[src/rtl/pool_sched.sv]
// 2x2 max-pooling scheduler with per-channel line buffers and a show-ahead output FIFO.
// Optional sticky overflow flag enabled by defining POOL_SCHED_OVF_EN.
module pool_sched #(
  parameter int unsigned CH    = 3,
  parameter int unsigned COLS  = 6,
  parameter int unsigned ROWS  = 24,
  parameter int unsigned DEPTH = 4,
  localparam int unsigned RW   = (ROWS / 2 > 1) ? $clog2(ROWS / 2) : 1,
  localparam int unsigned HCW  = (COLS / 2 > 1) ? $clog2(COLS / 2) : 1
) (
  input  logic           clk,
  input  logic           rst,
  input  logic           start,
  input  logic           cnn_out,
  input  logic [7:0]     cnn_data_out,
  output logic           cnn_hold,
  output logic           out_valid,
  input  logic           out_ready,
  output logic [7:0]     out_data,
  output logic [1:0]     out_ch,
  output logic [RW-1:0]  out_row,
  output logic [HCW-1:0] out_col,
  output logic           busy,
  output logic           frame_done,
  output logic           ovf_err
);

  localparam int unsigned CHW = (CH > 1) ? $clog2(CH) : 1;
  localparam int unsigned AW  = $clog2(DEPTH);
  localparam int unsigned EW  = 8 + 2 + RW + HCW;

  localparam logic [CHW-1:0] CH_LAST  = CHW'(CH - 1);
  localparam logic [HCW-1:0] HC_LAST  = HCW'(COLS / 2 - 1);
  localparam logic [RW-1:0]  HR_LAST  = RW'(ROWS / 2 - 1);
  localparam logic [AW:0]    FULL_CNT = (AW + 1)'(DEPTH);
  localparam logic [AW:0]    HOLD_CNT = (AW + 1)'(DEPTH - 1);

  typedef enum logic [1:0] {IDLE, RUN, DRAIN, DONE} state_t;

  state_t         state_q;
  logic [CHW-1:0] ch_q;
  logic           col_odd_q;
  logic [HCW-1:0] hc_q;
  logic           row_odd_q;
  logic [RW-1:0]  hr_q;
  logic [7:0]     hreg_q [CH];
  logic [7:0]     lbuf_q [CH][COLS/2];

  logic [EW-1:0]  mem_q [DEPTH];
  logic [AW-1:0]  wr_ptr_q;
  logic [AW-1:0]  rd_ptr_q;
  logic [AW:0]    count_q;
  logic [AW:0]    count_d;

  logic           beat;
  logic           is_last;
  logic           push;
  logic           pop;
  logic           full;
  logic           wr_en;
  logic [7:0]     h_cur;
  logic [7:0]     lb_cur;
  logic [7:0]     pair_max;
  logic [7:0]     win_max;
  logic [EW-1:0]  push_word;

  assign beat     = (state_q == RUN) && cnn_out;
  assign h_cur    = hreg_q[ch_q];
  assign lb_cur   = lbuf_q[ch_q][hc_q];
  assign pair_max = (h_cur >= cnn_data_out) ? h_cur : cnn_data_out;
  assign win_max  = (pair_max >= lb_cur) ? pair_max : lb_cur;
  assign is_last  = beat && (ch_q == CH_LAST) && col_odd_q && (hc_q == HC_LAST)
                    && row_odd_q && (hr_q == HR_LAST);
  assign push     = beat && col_odd_q && row_odd_q;
  assign push_word = {win_max, 2'(ch_q), hr_q, hc_q};

  assign full     = (count_q == FULL_CNT);
  assign out_valid = (count_q != '0);
  assign pop      = out_valid && out_ready;
  // A full FIFO still takes a push when the head leaves in the same cycle.
  assign wr_en    = push && (!full || pop);

  assign {out_data, out_ch, out_row, out_col} = mem_q[rd_ptr_q];
  assign cnn_hold   = (count_q >= HOLD_CNT) || (state_q != RUN);
  assign busy       = (state_q != IDLE);
  assign frame_done = (state_q == DONE);

  always_comb begin
    count_d = count_q;
    case ({wr_en, pop})
      2'b10:   count_d = count_q + 1'b1;
      2'b01:   count_d = count_q - 1'b1;
      default: count_d = count_q;
    endcase
  end

  always_ff @(posedge clk) begin
    if (rst) begin
      state_q   <= IDLE;
      ch_q      <= '0;
      col_odd_q <= 1'b0;
      hc_q      <= '0;
      row_odd_q <= 1'b0;
      hr_q      <= '0;
      for (int i = 0; i < int'(CH); i++) begin
        hreg_q[i] <= '0;
        for (int j = 0; j < int'(COLS / 2); j++) lbuf_q[i][j] <= '0;
      end
    end else begin
      case (state_q)
        IDLE: begin
          if (start) begin
            state_q   <= RUN;
            ch_q      <= '0;
            col_odd_q <= 1'b0;
            hc_q      <= '0;
            row_odd_q <= 1'b0;
            hr_q      <= '0;
          end
        end
        RUN: begin
          if (beat) begin
            if (!col_odd_q) hreg_q[ch_q] <= cnn_data_out;
            else if (!row_odd_q) lbuf_q[ch_q][hc_q] <= pair_max;
            // Channel carries into column parity/pair, which carries into row.
            if (ch_q == CH_LAST) begin
              ch_q      <= '0;
              col_odd_q <= ~col_odd_q;
              if (col_odd_q) begin
                if (hc_q == HC_LAST) begin
                  hc_q      <= '0;
                  row_odd_q <= ~row_odd_q;
                  if (row_odd_q) hr_q <= hr_q + 1'b1;
                end else begin
                  hc_q <= hc_q + 1'b1;
                end
              end
            end else begin
              ch_q <= ch_q + 1'b1;
            end
            if (is_last) state_q <= DRAIN;
          end
        end
        DRAIN: if (count_q == '0) state_q <= DONE;
        DONE:  state_q <= IDLE;
        default: state_q <= IDLE;
      endcase
    end
  end

  always_ff @(posedge clk) begin
    if (rst) begin
      wr_ptr_q <= '0;
      rd_ptr_q <= '0;
      count_q  <= '0;
      for (int i = 0; i < int'(DEPTH); i++) mem_q[i] <= '0;
    end else begin
      if (wr_en) begin
        mem_q[wr_ptr_q] <= push_word;
        wr_ptr_q        <= wr_ptr_q + 1'b1;
      end
      if (pop) rd_ptr_q <= rd_ptr_q + 1'b1;
      count_q <= count_d;
    end
  end

`ifdef POOL_SCHED_OVF_EN
  logic ovf_q;

  always_ff @(posedge clk) begin
    if (rst) begin
      ovf_q <= 1'b0;
    end else if ((state_q == IDLE) && start) begin
      ovf_q <= 1'b0;
    end else if (push && full && !pop) begin
      ovf_q <= 1'b1;
    end
  end

  assign ovf_err = ovf_q;
`else
  assign ovf_err = 1'b0;
`endif

endmodule

[config.mk]
export PLATFORM = sky130hd
export DESIGN_NAME = pool_sched
export DESIGN_NICKNAME = d
export VERILOG_FILES = /design/src/rtl/pool_sched.sv
export SDC_FILE = /design/constraint.sdc
export NUM_CORES = 1
export LEC_CHECK = 0
export BUFFER_PORTS_ARGS = -buffer_cell sky130_fd_sc_hd__buf_2
export CELL_PAD_IN_SITES_DETAIL_PLACEMENT = 0
export CELL_PAD_IN_SITES_GLOBAL_PLACEMENT = 1
export CORE_ASPECT_RATIO = 0.5
export CORE_MARGIN = 1.5
export CORE_UTILIZATION = 35
export CTS_CLUSTER_DIAMETER = 50
export DETAILED_ROUTE_END_ITERATION = 16
export GPL_ROUTABILITY_DRIVEN = 0
export PLACE_DENSITY_LB_ADDON = 0.1
export RECOVER_POWER = 25
export SLEW_MARGIN = 20
export SYNTH_ARGS = -nofsm -noshare
export SYNTH_HDL_FRONTEND = slang
export SYNTH_SLANG_ARGS = --single-unit
[constraint.sdc]
create_clock -name clk -period 12.48 [get_ports clk]
set_input_delay 2.496 -clock clk [delete_from_list [all_inputs] [get_ports clk]]
set_output_delay 2.496 -clock clk [all_outputs]
set_load 0.05 [all_outputs]
==> results of run 1 <==
## tightest hold or removal path, cell delays in order (launching register included)
cell	delay (ns)
sky130_fd_sc_hd__dfxtp_1	0.34
sky130_fd_sc_hd__o21ai_0	0.08
sky130_fd_sc_hd__a21oi_1	0.06
## power groups by stage
| stage | clock network (mW) | registers [mW] | logic [mW] |
|---|---|---|---|
| global placement | 0 | 0.843 | 0.358 |
| detailed placement | 0 | 0.844 | 0.357 |
| floorplan | 0 | 0.834 | 0.272 |
| global route | 0.663 | 0.832 | 0.388 |
| finish | 0.617 | 0.828 | 0.353 |
| CTS | 0.634 | 0.828 | 0.358 |
## stage by stage
stage / utilization, % / std cells / area, um2
4_1_cts: 40.2 / 1139 / 11300
2_1_floorplan: - / 715 / 10000
6_report: 40.1 / 1139 / 11200
5_1_grt: 40.1 / 1139 / 11200
3_5_place_dp: 37.9 / 1099 / 10600
3_3_place_gp: 37.9 / 1099 / 10600
## flip-flops by register name, indices dropped and copies added (netlist names), 2 cells and up, named ones only
name	count
lbuf_q	96
mem_q	64
hreg_q	32
hr_q	4
count_q	3
ch_q	2
hc_q	2
rd_ptr_q	2
state_q	2
wr_ptr_q	2
## layout by cell type (no fill, tap or decap), types with 13 or more instances in the layout
cell / Yosys / routed
sky130_fd_sc_hd__buf_4: 1 / 13
sky130_fd_sc_hd__nand2_1: 22 / 22
sky130_fd_sc_hd__a211oi_1: 32 / 32
sky130_fd_sc_hd__mux2i_1: 16 / 16
sky130_fd_sc_hd__edfxtp_1: 192 / 192
sky130_fd_sc_hd__nor3_1: 15 / 14
sky130_fd_sc_hd__mux4_2: 46 / 46
sky130_fd_sc_hd__nand2b_1: 16 / 16
sky130_fd_sc_hd__buf_2: 5 / 22
sky130_fd_sc_hd__clkbuf_16: 0 / 23
sky130_fd_sc_hd__nor2_1: 98 / 98
sky130_fd_sc_hd__and2_1: 35 / 29
sky130_fd_sc_hd__dfxtp_1: 23 / 22
sky130_fd_sc_hd__clkbuf_1: 33 / 19
sky130_fd_sc_hd__inv_1: 24 / 24
sky130_fd_sc_hd__a21oi_1: 18 / 18
sky130_fd_sc_hd__ha_1: 22 / 22
## routing by layer
| layer | wire [um] | global-route usage [%] | up-vias |
|---|---|---|---|
| met5 | 0 | 0 | - |
| met4 | 296 | 2.48 | 0 |
| met3 | 1110 | 3.74 | 24 |
| met2 | 11700 | 28.6 | 117 |
| met1 | 12100 | 25.2 | 3039 |
| li1 | - | - | 2776 |
## how the worst max path moves through the flow
stage	startpoint	to	slack (ns)
final	cnn_data_out[1]	mem_q[0][13]	4.88
after global routing	cnn_data_out[1]	mem_q[2][14]	4.37
after global placement	cnn_data_out[2]	mem_q[1][15]	4.63
after CTS	cnn_data_out[2]	mem_q[1][15]	4.97
after floorplan	cnn_data_out[2]	mem_q[1][10]	5.83
after detailed placement	cnn_data_out[2]	mem_q[1][15]	4.43
## kinds of logic (layout without fill, tap and decap cells)
kind of cell / count (synthesis) / after routing / share of synthesized area (%)
simple gates: 236 / 236 / 11.6
flops: 215 / 215 / 62.0
compound gates: 96 / 96 / 7.32
buf+inv: 70 / 112 / 3.01
mux: 66 / 66 / 12.4
fa+ha+maj: 23 / 23 / 2.94
xor+xnor: 8 / 8 / 0.697
other cells: 1 / 1 / 0.0373
## layout make-up
class                   count  area share, %
flip-flops and latches    215           55.5
multi-input cells         430           31.4
clock buffers              29           5.33
well taps                 382           4.26
repair buffers             48           2.28
inverters                  24          0.802
clock inverters            11          0.501
==> reports/qor.yml, run 1 <==
async_reset_ff_share_pct: 0
final_period_utilization_pct: 60.9
fillers: 2630
p_seq_share_pct: 46.1
fin_tns_setup_ns: 0
area_growth_pct: 11.8
violations_in_the_final_reports: "capacitance limit, slew limit"
synth_fp_nets: 751
dpl.hpwl_mm: 16.6
worstSetupStartpointType: "input port"
dp_slack_ns: 4.43
worstHoldPathType: "register to register"
max_slew_margin_pct: -27.8
most_frequent_cell_after_synthesis: "sky130_fd_sc_hd__edfxtp_1"
routed-via-count: 5956
rsz0062_at_grt: "false"
worst_skew_pair.late_latency_ns: 0.52
sequential_cell_area_um2: 6230
die_outline_height_um: 123
grt_antenna_before_repair: 0
core_area_um2: 28000
clock_tree.root_cell: "sky130_fd_sc_hd__clkbuf_16"
cts-root-to-sink-buffers: 3
internal_power_mw: 1.27
number_of_placed_i_o_pins: 34
worst_path_cell_chain: "clkbuf_1 -> inv_1 -> ha_1 -> or4_1 -> a21oi_1 -> a211oi_1 -> nor2b_1 -> mux2i_1 -> buf_4 -> inv_1 -> ha_1 -> nand4_1 -> nor2_1 -> a211oi_1 -> o21ai_0 -> a21o_1 -> a211oi_1"
worst-setup-path-type: "input port to register"
cts_buffers: 22
p_comb_share_pct: 19.6
drv.max_cap_violation_count: 1
worst_slack_ns: 4.88
first_global_vias: 6054
grt_pass1_wl_mm: 38.8
p_switching_mw: 0.531
critical_path.max_fanout: 28
final_period_minus_worst_setup_slack_ns: 7.60
post-route-drc-count: 0
hold_depth: 2
clkTransAtPathRegs_ns: 0.06
register_to_register_path_depth: 17
synth.area.top_cells: "sky130_fd_sc_hd__edfxtp_1 57%, sky130_fd_sc_hd__mux4_2 10%, sky130_fd_sc_hd__dfxtp_1 4.6%"
worstSetupEndpointType: "register"
avgRoutedWirePerCell_um: 22.1
pin_count_of_the_biggest_net_entering_global_routing: 40
first_iter_violations: 506
postSynthRegisterBits: 215
ys_dominant_reg_cell: "sky130_fd_sc_hd__edfxtp_1"
netlist.top_cell.by_area: "sky130_fd_sc_hd__edfxtp_1"
finalHoldWorstSlack_ns: 0.526
power.static_leakage_nw: 3.92
power_density_nw_per_um2: 160
gr_overflow_total: 0
slew_violations: 40
synthesis.area_um2: 10000
detail_route.wirelength_mm: 25.2
critical_path_required_ns: 12.79
setup_viol: 0
critPathMaxStageDelay_ns: 0.74
multi_input_comb_area_um2: 3520
design.die.area_um2: 29800
worst-r2r-setup-slack_ns: 5.61
yosys.area.top_type_share_pct: 57.4
drive_gt1_share_pct: 16.2
start_util_pct: 35.9
grt_usage_pct: 17.7
finalPower_mw: 1.80
rr_endpoint: "mem_q[0][13]"
hp-start: "count_q[2]"
worst_clock_skew_ns: 0.0122
switching_share_pct: 29.6
critical_path_depth: 17
die_width_um: 243
drt-vias-per-instance: 5.23
place.port_buffers: 32
netlist_instances: 715
final_nets: 777
cts.repair.resized: 0
cts_hold_repair.buffers: 0
seq_area_frac_synth_pct: 62.0
arrival_ns: 7.91
synth_cell_type_count: 55
cts_max_level: 1
cts.sink_count: 215
final_antenna_net_count: 0
hold_end: "count_q[2]"
crit_buf_inv: 4
fp-row-count: 43
transition_time_at_the_pin_with_the_least_slew_margin_ns: 1.92
postSynthAreaPerCell_um2: 14.1
critical-path-top-cell-by-count: "sky130_fd_sc_hd__a211oi_1"
synth_top_cells_by_count: "192 x sky130_fd_sc_hd__edfxtp_1, 98 x sky130_fd_sc_hd__nor2_1, 46 x sky130_fd_sc_hd__mux4_2"
synth_warnings: 0
timing.critical_path.slowest_stage_cell: "sky130_fd_sc_hd__nor2b_1"
drtPass1Iterations: 5
max_clk_rate_mhz: 132
number_of_synthesized_flops_with_an_enable_pin: 192
largest_delay_contributor_family_on_the_critical_path: "compound AO/OA/AOI/OAI gates"
cts_setup_buffers: 0
antenna-diode-count: 0
outcome: "finished with violations"
clock_network_power_share_pct: 34.3
ir_worst_vdd_v: 0.0000936
hold_viol_final: 0
cts_tree: "done"
Note: power is estimated with default switching activity, not from simulation.
==> run 2, diff against run 1 <==
Settings changed: ABC_AREA set to 1.
Clock period 12.48 ns to 6.5 ns, I/O delays scaled along.
==> run 2 against run 1 <==
Against the previous run:
- the flow still finishes with violations (capacitance limit, slew limit)
- clock power rose by 94%
- first-iteration DRC count decreased by 23%
- synthesized area fell by 0.66%
- total power up 110%
- core utilization down 0.13 points
- combinational power grew to 2.9 times the previous value
- critical endpoint is now mem_q[2][11]
- largest cell class unchanged
- highest routed layer unchanged
==> reports/qor.yml, run 2 <==
final_nets: 1067
clock_network_power_share_pct: 31.5
final_period_utilization_pct: 74.4
synth_fp_nets: 1034
rsz0062_at_grt: "false"
pin_count_of_the_biggest_net_entering_global_routing: 42
synth_xor_xnor_area_share_pct: 0
yosys-mux-area-fraction_pct: 0
fin_tns_setup_ns: 0
worst-setup-path-type: "register to register"
worst_clock_skew_ns: 0.0169
worstSetupEndpointType: "register"
grt_antenna_before_repair: 1
slew_violations: 10
transition_time_at_the_pin_with_the_least_slew_margin_ns: 1.56
most_frequent_cell_after_synthesis: "sky130_fd_sc_hd__nor2_1"
ir_worst_vdd_v: 0.000166
synth_top_family_by_area: "simple AND/OR/NAND/NOR gates"
synth.area.top_cells: "sky130_fd_sc_hd__edfxtp_1 58%, sky130_fd_sc_hd__nor2_1 8.4%, sky130_fd_sc_hd__nand2_1 5.5%"
first_global_vias: 6952
grt_usage_pct: 18.7
fillers: 2802
seq_area_frac_synth_pct: 62.4
cts_max_level: 1
switching_share_pct: 34.5
cts_tree: "done"
place.port_buffers: 32
die_width_um: 242
netlist.top_cell.by_area: "sky130_fd_sc_hd__edfxtp_1"
ys_dominant_reg_cell: "sky130_fd_sc_hd__edfxtp_1"
synthesis.area_um2: 9980
number_of_placed_i_o_pins: 34
p_comb_share_pct: 26.8
power_density_nw_per_um2: 341
first_iter_violations: 392
p_switching_mw: 1.31
outcome: "finished with violations"
gr_overflow_total: 0
cts_hold_repair.buffers: 0
postSynthRegisterBits: 215
worstSetupStartpointType: "register"
arrival_ns: 4.97
synth_compound_area_share_pct: 10.8
detail_route.wirelength_mm: 27.3
dpl-instance-area_um2: 10600
drt-vias-per-instance: 5.01
netlist_instances: 998
largest_reg_flops: 96
number_of_synthesized_flops_with_an_enable_pin: 192
grt_pass1_wl_mm: 42.0
drtPass1Iterations: 5
final_antenna_net_count: 0
final_common_cell: "sky130_fd_sc_hd__nor2_1"
core_area_um2: 27900
finish.instance_area_um2: 11100
routed-via-count: 7150
worstHoldPathType: "register to register"
worst_skew_pair.late_latency_ns: 0.52
max_clk_rate_mhz: 207
p_seq_share_pct: 41.8
max_slew_margin_pct: -5.18
synth_warnings: 0
largest_register: "lbuf_q"
drv.max_cap_violation_count: 1
synth_top_cells_by_count: "222 x sky130_fd_sc_hd__nor2_1, 192 x sky130_fd_sc_hd__edfxtp_1, 145 x sky130_fd_sc_hd__nand2_1"
post_synth_fa_ha_maj_area_fraction_pct: 2.96
async_reset_ff_share_pct: 0
synth_cell_type_count: 39
clock_tree.root_cell: "sky130_fd_sc_hd__clkbuf_16"
post-route-drc-count: 0
cts_setup_buffers: 0
commonest_cells_after_routing_fill_and_taps_aside: "223 x sky130_fd_sc_hd__nor2_1, 192 x sky130_fd_sc_hd__edfxtp_1, 145 x sky130_fd_sc_hd__nand2_1"
clkTransAtPathRegs_ns: 0.07
setup_viol: 0
design.die.area_um2: 29600
dpl.hpwl_mm: 17.5
cts.repair.resized: 0
yosys.area_share.simple_pct: 18.2
hold_viol_final: 0
drive_gt1_share_pct: 9.66
start_util_pct: 35.8
die_outline_height_um: 122
fp-row-count: 43
avgRoutedWirePerCell_um: 19.1
critical_path_required_ns: 6.63
final_period_minus_worst_setup_slack_ns: 4.83
power.static_leakage_nw: 4.19
critical_path.max_fanout: 17
cts_buffers: 22
internal_power_mw: 2.49
violations_in_the_final_reports: "capacitance limit, slew limit"
area_growth_pct: 11.7
cts.sink_count: 215
postSynthAreaPerCell_um2: 10.0
yosys.area.top_type_share_pct: 57.8
reg.largest.list: "lbuf_q (96), mem_q (64), hreg_q (32)"
cts-root-to-sink-buffers: 3
antenna-diode-count: 0
## run 2: logic make-up (layout without fill, tap and decap cells)
family,count (synthesis),in the layout
compound gates,187,187
fa+ha+maj,23,23
buf+inv,137,185
flops,215,215
other cells,1,1
simple gates,435,435
## run 2: layout make-up
cell class                      count  area, um2  area share [%]
Tap cell                          382        478            4.29
Sequential cell                   215       6230            55.9
Multi-Input combinational cell    646       3170            28.4
Timing Repair Buffer               47        250            2.24
Clock inverter                     10       52.6           0.471
Clock buffer                       29        598            5.36
Inverter                           99        372            3.33
## run 2: routing by layer
metal	GRT usage, %	wire [um]	vias to the layer above	share of wire, %
li1	-	-	3481	-
met1	25.6	13000	3476	48
met4	3.24	295	0	1.1
met3	4.24	1710	27	6.3
met2	30.7	12300	166	45
met5	0	0	-	0
## run 2: worst paths after layout
| path | startpoint | cells past startpoint | slack, ns | to |
|---|---|---|---|---|
| worst max-delay path | state_q[1] | 11 | 1.67 | mem_q[2][11] |
| worst min-delay path | rd_ptr_q[1] | 2 | 0.47 | rd_ptr_q[1] |
| worst max register to register | state_q[1] | 11 | 1.67 | mem_q[2][11] |
| worst min register to register | rd_ptr_q[1] | 2 | 0.47 | rd_ptr_q[1] |
## run 2: through the flow
| step | power (mW) | hold slack, ns | utilization [%] | setup slack [ns] | instances |
|---|---|---|---|---|---|
| 5_1_grt | 4.02 | 0.488 | 40.0 | 1.24 | 1428 |
| 3_5_place_dp | 2.65 | 0.459 | 37.9 | 2.03 | 1389 |
| 3_3_place_gp | 2.64 | 0.457 | 37.9 | 2.10 | 1389 |
| 2_1_floorplan | 2.32 | 0.436 | - | 2.18 | 998 |
| 6_report | 3.80 | 0.473 | 40.0 | 1.67 | 1428 |
| 4_1_cts | 3.85 | 0.472 | 40.2 | 2.17 | 1428 |
## run 2: power by group through the flow
stage,Clock [mW],Combinational [mW],Sequential (mW)
final,1.20,1.02,1.59
after global routing,1.28,1.14,1.59
after CTS,1.23,1.03,1.59
after detailed placement,0,1.03,1.62
after global placement,0,1.02,1.62
after floorplan,0,0.712,1.61
## run 2: critical path, cell delays in order (launching register included)
cell                      delay [ns]
sky130_fd_sc_hd__dfxtp_1        0.33
sky130_fd_sc_hd__inv_1          0.12
sky130_fd_sc_hd__ha_1           0.45
sky130_fd_sc_hd__nand2_1        0.19
sky130_fd_sc_hd__nor3b_1        0.40
sky130_fd_sc_hd__and2_0         0.25
sky130_fd_sc_hd__inv_1          0.10
sky130_fd_sc_hd__nor2_1         0.71
sky130_fd_sc_hd__inv_1          0.58
sky130_fd_sc_hd__nor2_4         0.24
sky130_fd_sc_hd__nand2_2        0.30
sky130_fd_sc_hd__nand2_1        0.77
